<file path="src/rtl/irrigation_pkg.sv">
// Shared state codes, water-level patterns and level validation for the irrigation controller.
package irrigation_pkg;

  typedef enum logic [2:0] {
    IDLE       = 3'd0,
    FILLING    = 3'd1,
    IRRIGATING = 3'd2,
    WAIT       = 3'd3,
    MANUAL     = 3'd4,
    ERROR      = 3'd5
  } state_t;

  localparam logic [2:0] EMPTY = 3'b000;
  localparam logic [2:0] LOW   = 3'b001;
  localparam logic [2:0] MID   = 3'b011;
  localparam logic [2:0] FULL  = 3'b111;

  function automatic logic is_valid_level(input logic [2:0] lvl);
    return (lvl == EMPTY) || (lvl == LOW) || (lvl == MID) || (lvl == FULL);
  endfunction

endpackage

</file>
<file path="src/rtl/irrigation_controller_debouncer.sv">
// Two-flop synchroniser followed by a whole-word stability filter.
module input_debouncer #(
  parameter int               WIDTH     = 1,
  parameter int               CYCLES    = 50000,
  parameter logic [WIDTH-1:0] RESET_VAL = '0
) (
  input  logic             clock,
  input  logic             reset_n,
  input  logic [WIDTH-1:0] raw,
  output logic [WIDTH-1:0] stable
);

  localparam int CW = (CYCLES > 1) ? $clog2(CYCLES) : 1;

  logic [WIDTH-1:0] meta;
  logic [WIDTH-1:0] sync;
  logic [WIDTH-1:0] cand;
  logic [CW-1:0]    count;

  // cand is the previous synchronised word; a change of it restarts the run count
  always_ff @(posedge clock or negedge reset_n) begin
    if (!reset_n) begin
      meta   <= RESET_VAL;
      sync   <= RESET_VAL;
      cand   <= RESET_VAL;
      stable <= RESET_VAL;
      count  <= '0;
    end else begin
      meta <= raw;
      sync <= meta;
      cand <= sync;
      if (sync == stable) begin
        count <= '0;
      end else if (sync != cand) begin
        count <= CW'(1);
      end else if (count == CW'(CYCLES - 1)) begin
        stable <= sync;
        count  <= '0;
      end else begin
        count <= count + 1'b1;
      end
    end
  end

endmodule

</file>
<file path="src/rtl/irrigation_controller.sv">
// Irrigation state machine: conditions board inputs, sequences fill/irrigate/wait and drives valves.
module irrigation_controller
  import irrigation_pkg::*;
#(
  parameter int DEBOUNCE_CYCLES = 50000,
  parameter int IRRIGATE_TICKS  = 10,
  parameter int WAIT_TICKS      = 20,
  parameter int FILL_TIMEOUT    = 30
) (
  input  logic       clock,
  input  logic       reset_n,
  input  logic       tick,
  input  logic       push_n,
  input  logic       selector,
  input  logic [2:0] water_raw,
  output logic [2:0] state_code,
  output logic [2:0] water_code,
  output logic       fill_valve,
  output logic       irrigate_valve,
  output logic       alarm
);

  localparam int TW = 16;

  logic       push_db;
  logic       push_prev;
  logic       push_pulse;
  logic       sel_db;
  logic [2:0] water_db;
  logic [2:0] state;
  logic [2:0] next_state;
  logic [TW-1:0] timer;
  logic       fill_next;
  logic       irr_next;
  logic       alarm_next;

  input_debouncer #(.WIDTH(1), .CYCLES(DEBOUNCE_CYCLES), .RESET_VAL(1'b1)) u_push (
    .clock(clock), .reset_n(reset_n), .raw(push_n), .stable(push_db)
  );

  input_debouncer #(.WIDTH(1), .CYCLES(DEBOUNCE_CYCLES), .RESET_VAL(1'b0)) u_sel (
    .clock(clock), .reset_n(reset_n), .raw(selector), .stable(sel_db)
  );

  input_debouncer #(.WIDTH(3), .CYCLES(DEBOUNCE_CYCLES), .RESET_VAL(3'b000)) u_water (
    .clock(clock), .reset_n(reset_n), .raw(water_raw), .stable(water_db)
  );

  assign push_pulse = push_prev & ~push_db;
  assign state_code = state;
  assign water_code = water_db;

  always_ff @(posedge clock or negedge reset_n) begin
    if (!reset_n) begin
      state     <= IDLE;
      push_prev <= 1'b1;
      timer     <= '0;
    end else begin
      state     <= next_state;
      push_prev <= push_db;
      if (next_state != state) begin
        timer <= '0;
      end else if (tick) begin
        timer <= timer + 1'b1;
      end
    end
  end

  always_comb begin
    next_state = state;
    if (state > ERROR) begin
      next_state = IDLE;
    end else if (!is_valid_level(water_db)) begin
      next_state = ERROR;
    end else if (sel_db && state != ERROR) begin
      next_state = MANUAL;
    end else begin
      case (state)
        IDLE:
          next_state = (water_db == EMPTY || water_db == LOW) ? FILLING : IRRIGATING;
        FILLING:
          if (water_db == FULL) next_state = IRRIGATING;
          else if (tick && timer == TW'(FILL_TIMEOUT - 1)) next_state = ERROR;
        IRRIGATING:
          // EMPTY is tested first so it wins over a coincident final tick
          if (water_db == EMPTY) next_state = FILLING;
          else if (tick && timer == TW'(IRRIGATE_TICKS - 1)) next_state = WAIT;
        WAIT:
          if (tick && timer == TW'(WAIT_TICKS - 1)) next_state = IDLE;
        MANUAL:
          next_state = IDLE;
        ERROR:
          if (push_pulse) next_state = IDLE;
        default:
          next_state = IDLE;
      endcase
    end
  end

  always_comb begin
    fill_next  = 1'b0;
    irr_next   = 1'b0;
    alarm_next = 1'b0;
    case (next_state)
      FILLING:    fill_next = 1'b1;
      IRRIGATING: irr_next  = 1'b1;
      MANUAL:
        if (state == MANUAL) begin
          if (water_db == EMPTY) irr_next = 1'b0;
          else if (push_pulse)   irr_next = ~irrigate_valve;
          else                   irr_next = irrigate_valve;
        end
      ERROR:      alarm_next = 1'b1;
      default: ;
    endcase
  end

  // valves and alarm are registered alongside the state so they share its timing
  always_ff @(posedge clock or negedge reset_n) begin
    if (!reset_n) begin
      fill_valve     <= 1'b0;
      irrigate_valve <= 1'b0;
      alarm          <= 1'b0;
    end else begin
      fill_valve     <= fill_next;
      irrigate_valve <= irr_next;
      alarm          <= alarm_next;
    end
  end

endmodule
</file>
<file path="config.mk">
export PLATFORM = sky130hd
export DESIGN_NAME = irrigation_controller
export DESIGN_NICKNAME = d
export VERILOG_FILES = /design/src/rtl/irrigation_pkg.sv /design/src/rtl/irrigation_controller_debouncer.sv /design/src/rtl/irrigation_controller.sv
export SDC_FILE = /design/constraint.sdc
export NUM_CORES = 1
export LEC_CHECK = 0
export ABC_AREA = 1
export CAP_MARGIN = 20
export CORE_MARGIN = 1.5
export CORE_UTILIZATION = 30
export DETAILED_ROUTE_END_ITERATION = 12
export DONT_BUFFER_PORTS = 1
export SLEW_MARGIN = 10
export SYNTH_ARGS = -nofsm -noshare
export SYNTH_HDL_FRONTEND = slang
export SYNTH_SLANG_ARGS = --single-unit
</file>
<file path="constraint.sdc">
create_clock -name clock -period 2.2 [get_ports clock]
set_input_delay 0.66 -clock clock [delete_from_list [all_inputs] [get_ports clock]]
set_output_delay 0.66 -clock clock [all_outputs]
set_load 0.01 [all_outputs]
</file>
* After elaboration in Yosys (flattened, before gate mapping)
Index checks and enable logic that the tools add are counted.
** Storage, ports and cells
- Bits of input ports :: 8
- Memories kept :: 0
- Bits in latches :: 0
- Memory bits (writable) :: 0
- Register bits after elaboration :: 91
- Output and inout port bits :: 9
- Memory bits (read-only) :: 0
** Cells by class
- Order comparisons :: 1
- Multiply operators :: 0
- Divide/modulo/power cells :: 0
- Bitwise operators :: 9
- Multiplexer cells :: 28
- Add/sub/neg operators :: 4
- Reductions and logical operators :: 13
- Shifts and indexed selects :: 0
- Eq/ne operators :: 27
** Operators with widths (count)
- two-way mux 16 bit :: 11
- adder 16 x 1 -> 16 bit (second input constant) :: 4
- == test 16 bit (second input constant) :: 3
- == test 16 x 5 -> 1 bit (second input constant) :: 2
- two-way mux 3 bit :: 9
- == test 16 x 4 -> 1 bit (second input constant) :: 1
- == test 3 bit (second input constant) :: 5
- one-hot mux 3 bit (5 select lines) :: 1
- == test 3 x 2 -> 1 bit (second input constant) :: 4
- == test 3 x 1 -> 1 bit (second input constant) :: 3
- AND reduction 3 bit :: 3
- NOT 1 bit :: 8
- zero test 3 bit :: 2
- != test 3 bit :: 2
- two-way mux 1 bit :: 5
- logical AND 1 bit :: 4
- != test 4 bit (second input constant) :: 1
- == test 3 bit :: 1
- greater-than comparator 3 bit (second input constant) :: 1
- logical OR 1 bit :: 3
- != test 3 bit (second input constant) :: 1
- == test 1 bit :: 2
- two-way mux 2 bit :: 1
- != test 1 bit :: 2
- 3 further kinds :: 3

* Logic depth before layout (Yosys ltp)
Gate-level depths: netlist of the first run.
- Word-level depth :: 10
- Mapped depth :: 18

* Hierarchy
A second synthesis of the first run with hierarchy kept.
** Second synthesis, totals
- Cell total of the unflattened synthesis :: 625
- Area, all modules :: 4906.0 um^2
** Modules (own cells, without submodules)
- input_debouncer (u_water) :: cells an instance 174, times used 1, area each 1418.9 um^2
- irrigation_controller :: cells an instance 189, times used 1, area each 1405.1 um^2
- input_debouncer (u_push) :: cells an instance 131, times used 1, area each 1043.5 um^2
- input_debouncer (u_sel) :: cells an instance 131, times used 1, area each 1038.5 um^2

* Worst setup path after synthesis of the first run
OpenSTA, ideal clock, no wires.
- Kind :: in2reg
- From :: input port tick
- To :: register timer[12]
- Stages on the path :: 16
- Buffers on the path :: 1
- Path slack :: 0.361 ns
- Arrival :: 1.714 ns
- Path through :: nand2_2 > inv_2 > nand2_1 > nor2_1 > nand2_1 > nand2_1 > nand2_1 > nor2_2 > nand2_1 > nand2_2 > nand2_1 > nand2_1 > nor2_2 > nand2_4 > buf_12 > nor2_4
** Between the ends
- Cells in the longest elaborated chain, start to end :: 9
- Elaborated cells on any way between the ends :: 15
- Classes of those cells :: 1 x eq/ne; 10 x mux; 4 x reduce/logical
** RTL lines
- start: declaration :: RTL line irrigation_controller.sv:12 : input logic tick,
- logical AND 1 bit, on equally long branches :: RTL line irrigation_controller.sv:87, irrigation_controller.sv:83
- two-way mux 3 bit, on equally long branches :: RTL line irrigation_controller.sv:87, irrigation_controller.sv:83
- two-way mux 3 bit, on equally long branches :: RTL line irrigation_controller.sv:86, irrigation_controller.sv:82
- one-hot mux 3 bit (5 select lines) :: RTL line irrigation_controller.sv:78 : case (state)
- two-way mux 3 bit :: RTL line irrigation_controller.sv:75 : end else if (sel_db && state != ERROR) begin
- two-way mux 3 bit :: RTL line irrigation_controller.sv:73 : end else if (!is_valid_level(water_db)) begin
- two-way mux 3 bit :: RTL line irrigation_controller.sv:71 : if (state > ERROR) begin
- != test 3 bit :: RTL line irrigation_controller.sv:61 : if (next_state != state) begin
- two-way mux 16 bit / nonzero test 2 bit (equally long branches)
- end signal: assignment :: RTL line irrigation_controller.sv:64 : timer <= timer + 1'b1;
- end: declaration :: RTL line irrigation_controller.sv:32 : logic [TW-1:0] timer;
Several ways; a longest one is shown, not always the timed one.
A chain may end at the register's enable or synchronous reset.

* Final worst setup path of the first run
- From :: register state[0], in the netlist state_code[0]
- To :: register timer[13]
** Between the ends
- Cells in the longest elaborated chain, start to end :: 8
- Elaborated cells on any way between the ends :: 21
- Classes of those cells :: 1 x order compare; 6 x eq/ne; 11 x mux; 3 x reduce/logical
** RTL lines
- start: declaration :: RTL line irrigation_controller.sv:30 : logic [2:0] state;
- start signal: assignment :: RTL line irrigation_controller.sv:59 : state <= next_state;
- two-way mux 3 bit, on equally long branches :: RTL line irrigation_controller.sv:87, irrigation_controller.sv:83
- two-way mux 3 bit, on equally long branches :: RTL line irrigation_controller.sv:86, irrigation_controller.sv:82
- one-hot mux 3 bit (5 select lines) :: RTL line irrigation_controller.sv:78
- two-way mux 3 bit :: RTL line irrigation_controller.sv:75
- two-way mux 3 bit :: RTL line irrigation_controller.sv:73
- two-way mux 3 bit :: RTL line irrigation_controller.sv:71
- != test 3 bit * :: RTL line irrigation_controller.sv:61
- two-way mux 16 bit / nonzero test 2 bit (equally long branches)
Mark *: on every way between the ends. The rest lies on a longest branch, timed or not.

==> results of run 1 <==
synthesized netlist by cell type:
library cell	n
sky130_fd_sc_hd__nand3_1	29
sky130_fd_sc_hd__o21bai_1	3
sky130_fd_sc_hd__nor3_1	19
sky130_fd_sc_hd__xor2_1	16
sky130_fd_sc_hd__o22ai_1	1
sky130_fd_sc_hd__xnor2_1	11
sky130_fd_sc_hd__nor2_2	8
sky130_fd_sc_hd__nor3_2	4
sky130_fd_sc_hd__or4_1	1
sky130_fd_sc_hd__nor3b_1	15
sky130_fd_sc_hd__a21oi_1	18
sky130_fd_sc_hd__clkbuf_1	2
sky130_fd_sc_hd__o21a_1	1
sky130_fd_sc_hd__nor2_1	73
sky130_fd_sc_hd__nand2_2	6
sky130_fd_sc_hd__dfstp_2	5
sky130_fd_sc_hd__nor2_4	10
sky130_fd_sc_hd__or2_2	2
sky130_fd_sc_hd__nand4_1	14
sky130_fd_sc_hd__dfrtp_1	86
sky130_fd_sc_hd__and2_1	1
sky130_fd_sc_hd__ha_1	5
sky130_fd_sc_hd__buf_12	1
sky130_fd_sc_hd__o21ai_1	3
sky130_fd_sc_hd__nor4_1	8
sky130_fd_sc_hd__o21ai_0	10
sky130_fd_sc_hd__buf_2	2
sky130_fd_sc_hd__nand2_1	116
sky130_fd_sc_hd__nand3b_1	1
sky130_fd_sc_hd__nand2_4	2
sky130_fd_sc_hd__inv_2	5
sky130_fd_sc_hd__and3_1	1
sky130_fd_sc_hd__nor4_2	1
sky130_fd_sc_hd__a31oi_1	3
sky130_fd_sc_hd__inv_1	66
critical path, stage by stage (launching register included):
cell	delay (ns)
sky130_fd_sc_hd__dfrtp_1	0.55
sky130_fd_sc_hd__nand2_1	0.15
sky130_fd_sc_hd__nor2_1	0.15
sky130_fd_sc_hd__nand2_1	0.09
sky130_fd_sc_hd__o21ai_1	0.14
sky130_fd_sc_hd__inv_1	0.07
sky130_fd_sc_hd__nand3_1	0.07
sky130_fd_sc_hd__nand2_1	0.06
sky130_fd_sc_hd__inv_1	0.05
sky130_fd_sc_hd__nand2_1	0.08
sky130_fd_sc_hd__nor2_4	0.21
sky130_fd_sc_hd__nand2_4	0.20
sky130_fd_sc_hd__nor2_4	0.12
per-layer routing:
| layer | share of wire | wire length (µm) | track usage |
|---|---|---|---|
| met1 | 0.49 | 4227 | 0.1402 |
| met2 | 0.44 | 3816 | 0.1867 |
| met3 | 0.047 | 402 | 0.03894 |
| met4 | 0.015 | 129 | 0.04679 |
| met5 | 0 | 0 | 0 |
cell families after synthesis:
kind of cell,count (synthesis),synth area share
simple gates,311,0.3285
flops,91,0.4951
buf+inv,76,0.06593
compound gates,39,0.04558
xor+xnor,27,0.05127
fa+ha+maj,5,0.01356
stage by stage:
stage | util | setup slack, ns | total power, W
after floorplan | - | 0.3612 | 0.002288
after global placement | 0.3227 | 0.1912 | 0.002323
after detailed placement | 0.3227 | 0.1232 | 0.002340
after CTS | 0.3428 | 0.1576 | 0.003947
after global routing | 0.3444 | -0.01116 | 0.004123
final | 0.3444 | 0.1781 | 0.003932
power groups by stage:
stage	Combinational (W)	Clock, W	Sequential (W)
after detailed placement	0.000471	0	0.00187
final	0.000514	0.00158	0.00184
after floorplan	0.000445	0	0.00184
after global routing	0.000580	0.00169	0.00185
after global placement	0.000461	0	0.00186
after CTS	0.000472	0.00164	0.00184
flip-flops by register name (all words and copies together) (netlist names):
name and flops:
u_push.meta 1, u_push.cand 1, state_code 3, alarm 1
u_sel.count 16, u_sel.sync 1, u_push.stable 1, irrigate_valve 1
u_sel.meta 1, fill_valve 1, u_water.stable 3, timer 16
u_sel.cand 1, u_water.cand 3, u_push.sync 1, u_sel.stable 1
u_water.sync 3, push_prev 1, u_push.count 16, u_water.count 16
u_water.meta 3
area by class of cell:
type	count	area share
clock buffer	10	0.04405
clock inverter	6	0.01420
inverter	71	0.05128
multi-input combinational	383	0.3943
sequential	91	0.4393
tap	188	0.04526
timing repair buffer	8	0.01156
path summary, 6_finish.rpt:
path                                from              end  cells after the start
max                        state_code[0]        timer[13]                     12
min reg2reg                   u_sel.meta       u_sel.sync                      0
min in group clock                push_n      u_push.meta                      0
min                              reset_n  u_sel.count[11]                      0
max reg2reg                state_code[0]        timer[13]                     12
max in group asynchronous        reset_n      u_push.meta                      0
repair_timing:
action / CTS / global route
endpoints found under the hold margin: 77 / 86
endpoints found under the setup margin: 0 / 16
gates resized for setup: 0 / 2
==> run summary, run 1 <==
During I/O placement, the number of pins put on the boundary was 17. The average cell area after synthesis is 8.401 µm². The number of nets in the synthesized netlist is 562. The worst path needs 2.022 ns of the cycle, external delays included. Across the run, the number of max-cap violations was 0. The maximum resistive drop on vdd was 0.4569 mV. Total CTS buffers: 9. After routing the design area is 0.005197 mm². The tree is rooted in a sky130_fd_sc_hd__clkbuf_16.

Area share of the largest cell type after synthesis: 0.4666. The run gives 0.131 as the combinational fraction of design power. The detailed router finished its first iteration with 186 violations.

The horizontal die dimension was 127.0 µm. Count of final max-slew check failures: 0. Clock tree synthesis found a total of 91 sinks. For this run, design rule violations remaining after detail routing come to 0. The wire length of the first global-routing pass was 14920 µm; the final estimated routing congestion in global placement was 0.8449.

Most common cell after layout, fill and taps aside: sky130_fd_sc_hd__nand2_1. The per-cell routed wire length is 11.33 µm. In this run the number of H-tree levels came out at 3. The tools report the half-perimeter wire length of the detailed placement result as 6049 µm.

The internal portion of the total power is 0.002808 W. For this design the ratio of total power to cell area is 756.5 mW/mm². For the number of placed instances with taps included, the log shows 740. The number of antenna violations at the first check in global routing was 0. The die covers 0.01613 mm². After technology mapping, the gate count stands at 549. The worst setup path is launched from a register. The post-route clock skew is 0.007677 ns. Number of global-route vias before repair: 3369. In this run the tool buffered the top-level ports with 0 buffer cells. The run finished with clean final reports. For the setup TNS, the log shows 0 ns. Class of the tightest hold or removal check: input pin to async pin. In this run the power spent charging and discharging nets is 0.001124 W.

The tools report the number of failing hold endpoints at the final stage as 0. Summing all multi-input logic gate instances after layout gives 0.002049 mm². The critical setup path kind is register to register. At the worst endpoint, the required time is 2.48 ns.

Clock transition at the registers of the reported paths: 0.07 ns. Once layout is complete, the cells apart from fillers number 757. The logs give 0.01509 mm² for the area of the core region and 0.402 for the portion of total power attributed to the clock network. The repair_antennas step left the layout with diodes totalling 0.

Final hold analysis gives a worst-case slack of 0.004891 ns. The post-placement cell area was 0.004870 mm². The post-synthesis register bit count came out at 91.

Across the whole layout, storage elements account for 0.002283 mm². The vertical extent of the die works out to 127.0 µm. Of all cell types, the one taking the most synthesized area is sky130_fd_sc_hd__dfrtp_1. The initial standard-cell utilization of the core was 0.3056.

The portion of total power attributed to sequential cells was 0.468; the worst slew margin relative to its limit was 0.7024. The net switching fraction of the power came out at 0.2858. For the pin with the worst max-slew slack, the measured transition is 0.4427 ns. The layout cell share with drive strength beyond 1 was 0.1178; the post-CTS setup buffer count was 0. For the remaining number of nets flagged by the antenna check after routing, the log shows 0. The overflow left after global routing came out at 0. Ranked by total cell area, the synthesized netlist is headed by sky130_fd_sc_hd__dfrtp_1, sky130_fd_sc_hd__nand2_1, sky130_fd_sc_hd__nor2_1.

The share of the clock period used by the worst path after layout is 0.9190, and the largest driver fanout on the critical path is 8. The clock reaches the later pin of the worst-skew pair after 0.35 ns. After detailed routing, the total wire length is 8577 µm. Counting along the longest clock path gives a buffer depth of 2. The area growth from synthesis to layout is 12.70%. The logs give 0.4951 for the proportion of synthesized chip area in sequential cells and 577 for the number of nets in the final layout. The worst register-to-register path has a setup slack of 0.18 ns.

The synthesized netlist occupies a cell area of 0.004612 mm². TritonCTS built the clock tree. Setup violations remaining at the end of the flow were counted as 0. Fill cells in the final layout number 1545. In the layout the commonest cells are sky130_fd_sc_hd__nand2_1, sky130_fd_sc_hd__dfrtp_1, sky130_fd_sc_hd__nor2_1.

The synthesized netlist contains 35 unique library cells. The maximum clock frequency is 494.6 MHz, and the maximum number of pins on one net before global-route repair is 92. STA puts the critical path data arrival time at 2.31 ns. The Yosys step of the flow raised 0 warnings. For this block, the via count after detailed routing is 3478. The logs give 2.224 nW for the static power due to leakage and 45 for the total number of placement rows. Total routing resource utilization after global routing: 0.1148. Using the TritonRoute via totals, the vias-per-cell ratio works out to 4.594. The number of detailed-route iterations in the first pass is 4.

STA classifies the critical path endpoint as a register.
Note: power is estimated with default switching activity, not from simulation.
==> run 2: changes to the inputs <==
Settings changed: CTS_CLUSTER_DIAMETER set to 80.
==> results of run 2 <==
Same layout as run 1: the final DEF is identical, and so are final timing and power.
==> run 3: changes to the inputs <==
Settings changed: CORE_MARGIN 1.5 to 3, SETUP_SLACK_MARGIN set to 0.3, SKIP_LAST_GASP set to 1.
==> run 3 against run 2 <==
Flip-flop and latch count stayed put. Critical path depth is 4 higher. Non-clock buffer count is 31 higher. Sequential share of layout area is 4.4 points lower. Clock-buffer cell count is 1 lower. Utilization is 4.6 points higher. Setup slack better by 0.056 ns. Register-to-register slack better by 0.06 ns. Routed wire length is 17% higher. Global-route usage is 0.59 points higher. Clock power is 22% higher. Clock skew hardly changed.
==> run summary, run 3 (synthesized netlist as in run 1, its figures left out) <==
The tools report the CTS sink count as 91 (unchanged). The share of the clock period used by the worst path after layout was 0.8937 (was 0.9190). The largest driver fanout on the critical path works out to 8 (unchanged). Launching point of the worst reg2reg path: timer[1] (was state_code[0]). The maximum count of clock buffers along a single path is 2 (unchanged), and the static power due to leakage is 2.481 nW (was 2.224 nW). The number of global-route vias before repair was 3603 (was 3369); the total CTS buffers was 9 (unchanged). The vertical extent of the die is 130.0 µm (was 127.0 µm), and the number of antenna violations at the first check in global routing is 0 (unchanged).

The layout cell share with drive strength beyond 1 is 0.2600 (was 0.1178), and the number of I/O port buffers is 0 (unchanged). For the switching power summed over all nets, the log shows 0.001249 W (was 0.001124 W). Final estimated routing congestion in global placement: 0.8302 (was 0.8449). The per-cell routed wire length works out to 12.75 µm (was 11.33 µm). Setup repair after global routing could not meet its margin everywhere. The tools report the maximum resistive drop on vdd as 0.3863 mV (was 0.4569 mV).

The setup TNS came out at 0 ns (unchanged). The post-detailed-routing wire length is 9997 µm (was 8577 µm), and the number of detailed-route iterations in the first pass is 5 (was 4). The fraction of the core area covered by cells at the end of the flow came out at 0.3909 (was 0.3444).

For the count of final max-slew check failures, the log shows 0 (unchanged). For the half-perimeter wire length of the detailed placement result, the log shows 6325 µm (was 6049 µm). The number of vias in the routed layout was 3717 (was 3478).

The hold-fix buffer count after cts came out at 2. The run gives 2.48 ns (about the same) as the data required time of the critical path. The run finished with clean final reports. The later-pin clock latency in the skew report came out at 0.34 ns (was 0.35 ns). Capturing element type of the critical path: a register (unchanged). Class of the tightest hold or removal check: input pin to async pin (unchanged). The run gives 0.410 (was 0.468) as the portion of total power attributed to sequential cells. For the wire length of the first global-routing pass, the log shows 16420 µm (was 14920 µm). The worst slew margin relative to its limit is 0.6565 (was 0.7024). Buffer cell driving the clock tree root: sky130_fd_sc_hd__clkbuf_16 (unchanged).

The number of vias per cell after detailed routing was 4.741 (was 4.594); the remaining routing DRC violations was 0 (unchanged). The portion of total power attributed to the clock network was 0.425 (was 0.402). The power density of the placed cells was 779.6 mW/mm² (was 756.5 mW/mm²); the number of nets in the final layout was 608 (was 577). The critical path launch point type was a register (unchanged). The pin slew with the least headroom to its limit is 0.5135 ns (was 0.4427 ns). The critical setup path kind was register to register (unchanged). The worst setup path startpoint is timer[1] (was state_code[0]). Most frequent cells in the layout: sky130_fd_sc_hd__nand2_1, sky130_fd_sc_hd__dfrtp_1, sky130_fd_sc_hd__inv_1 (was sky130_fd_sc_hd__nand2_1, sky130_fd_sc_hd__dfrtp_1, sky130_fd_sc_hd__nor2_1). The tools report the post-route clock skew as 0.008028 ns (was 0.007677 ns). Number of failing hold endpoints at the final stage: 0 (unchanged).

For the area of the die, the log shows 0.01690 mm² (was 0.01613 mm²). The data arrival time of the critical path is 2.24 ns (was 2.31 ns), and the horizontal die dimension is 130.0 µm (was 127.0 µm). The tools report the area of the core region as 0.01481 mm² (was 0.01509 mm²). The net switching fraction of the power came out at 0.2766 (was 0.2858). The final count of negative-setup-slack endpoints was 0 (unchanged); the clock transition at the registers of the reported paths was 0.07 ns (about the same). The tools report the number of maximum-capacitance constraint violations as 0 (unchanged). The tools report the H-tree level count as 3 (unchanged).

The run gives 0 (unchanged) as the number of inserted diodes. Area growth from synthesis to layout: 25.53% (was 12.70%). The total number of placement rows was 44 (was 45); the remaining number of nets flagged by the antenna check after routing was 0 (unchanged).

The violation count after the first detailed-route iteration is 169 (was 186), and the initial standard-cell utilization of the core is 0.3114 (was 0.3056). The total routing resource utilization after global routing was 0.1207 (was 0.1148). The tools report the internal power as 0.003265 W (was 0.002808 W). For the maximum clock frequency, the log shows 508.6 MHz (was 494.6 MHz). The tools report the maximum number of pins on one net before global-route repair as 84 (was 92). Most common cell after layout, fill and taps aside: sky130_fd_sc_hd__nand2_1 (unchanged).

The combinational fraction of design power is 0.165 (was 0.131). The time the worst path needs with I/O delays and setup came out at 1.966 ns (was 2.022 ns). The overflow left after global routing was 0 (unchanged).

The number of primary I/O pins came out at 17 (unchanged). TritonCTS built the clock tree.
run 3: cell types whose count changed in the layout (fill, tap and decap cells not counted), moves of 8 or more:
| cell | previous run | this run |
|---|---|---|
| sky130_fd_sc_hd__buf_4 | 8 | 32 |
| sky130_fd_sc_hd__nor2_1 | 73 | 51 |
| sky130_fd_sc_hd__nor2_2 | 7 | 21 |
| sky130_fd_sc_hd__nand2_1 | 116 | 104 |
| sky130_fd_sc_hd__nand2_2 | 6 | 15 |
| sky130_fd_sc_hd__nor2_4 | 11 | 19 |
run 3: power by group through the flow:
stage / combinational, W / sequential (W) / clock (W)
3_3_place_gp: 0.000488 / 0.00186 / 0
4_1_cts: 0.000629 / 0.00184 / 0.00197
6_report: 0.000745 / 0.00185 / 0.00192
5_1_grt: 0.000824 / 0.00186 / 0.00204
2_1_floorplan: 0.000445 / 0.00184 / 0
3_5_place_dp: 0.000499 / 0.00186 / 0
run 3: final timing paths:
check | to | slack, ns | cells past startpoint
worst min register to register | u_water.sync[2] | 0.35 | 0
worst max register to register | timer[1] | 0.23 | 16
min in group clock | u_push.meta | 0.31 | 0
worst min-delay path | u_sel.count[8] | 0.01 | 0
max in group asynchronous | u_sel.count[13] | 1.12 | 1
worst max-delay path | timer[1] | 0.23 | 16
run 3: through the flow:
| stage | total power [W] | cells | hold WS (ns) | cell area [µm²] | setup WS (ns) |
|---|---|---|---|---|---|
| 2_1_floorplan | 0.002288 | 549 | 0.3312 | 4612 | 0.3612 |
| 3_3_place_gp | 0.002344 | 741 | 0.3333 | 4902 | 0.1792 |
| 3_5_place_dp | 0.002363 | 741 | 0.3402 | 4902 | 0.1393 |
| 4_1_cts | 0.004435 | 764 | 0.0001951 | 5401 | 0.2522 |
| 5_1_grt | 0.004722 | 784 | -0.007819 | 5789 | 0.1185 |
| 6_report | 0.004514 | 784 | 0.01485 | 5789 | 0.2339 |
run 3: cell type report:
type	count	area [µm²]
fillers	1454	9020
multi-input cells	383	2316
flip-flops and latches	91	2288
repair buffers	39	316.6
inverters	71	266.5
well taps	184	230.2
clock buffers	9	225.2
clock inverters	7	146.4
run 3: timing repair:
action | CTS | global route
hold endpoints to repair | 9 | 59
gates cloned | 1 | 0
setup endpoints to repair | 23 | 46
resized for setup | 15 | 67
pin swaps | 2 | 34
setup buffers | 4 | 20
run 3: metal layers:
| metal | track usage | part of all wire | vias up |
|---|---|---|---|
| met5 | 0 | 0 | - |
| met4 | 0.04523 | 0.015 | 0 |
| met3 | 0.03316 | 0.042 | 15 |
| met2 | 0.1971 | 0.50 | 61 |
| met1 | 0.1533 | 0.44 | 1786 |
| li1 | - | - | 1855 |
run 3: worst max-delay path, cell delays in order, from the launching register on:
cell and delay, ns:
sky130_fd_sc_hd__dfrtp_2 0.44, sky130_fd_sc_hd__inv_2 0.09, sky130_fd_sc_hd__ha_4 0.13, sky130_fd_sc_hd__nand2_2 0.05, sky130_fd_sc_hd__inv_2 0.04, sky130_fd_sc_hd__nand2_2 0.05, sky130_fd_sc_hd__nor2_2 0.08, sky130_fd_sc_hd__nand2_1 0.07
sky130_fd_sc_hd__o21ai_1 0.13, sky130_fd_sc_hd__inv_1 0.07, sky130_fd_sc_hd__nand3_1 0.06, sky130_fd_sc_hd__nand2_1 0.05, sky130_fd_sc_hd__inv_1 0.06, sky130_fd_sc_hd__nand2_2 0.06, sky130_fd_sc_hd__nor2_4 0.24, sky130_fd_sc_hd__nand2_8 0.16
sky130_fd_sc_hd__nor2_4 0.11
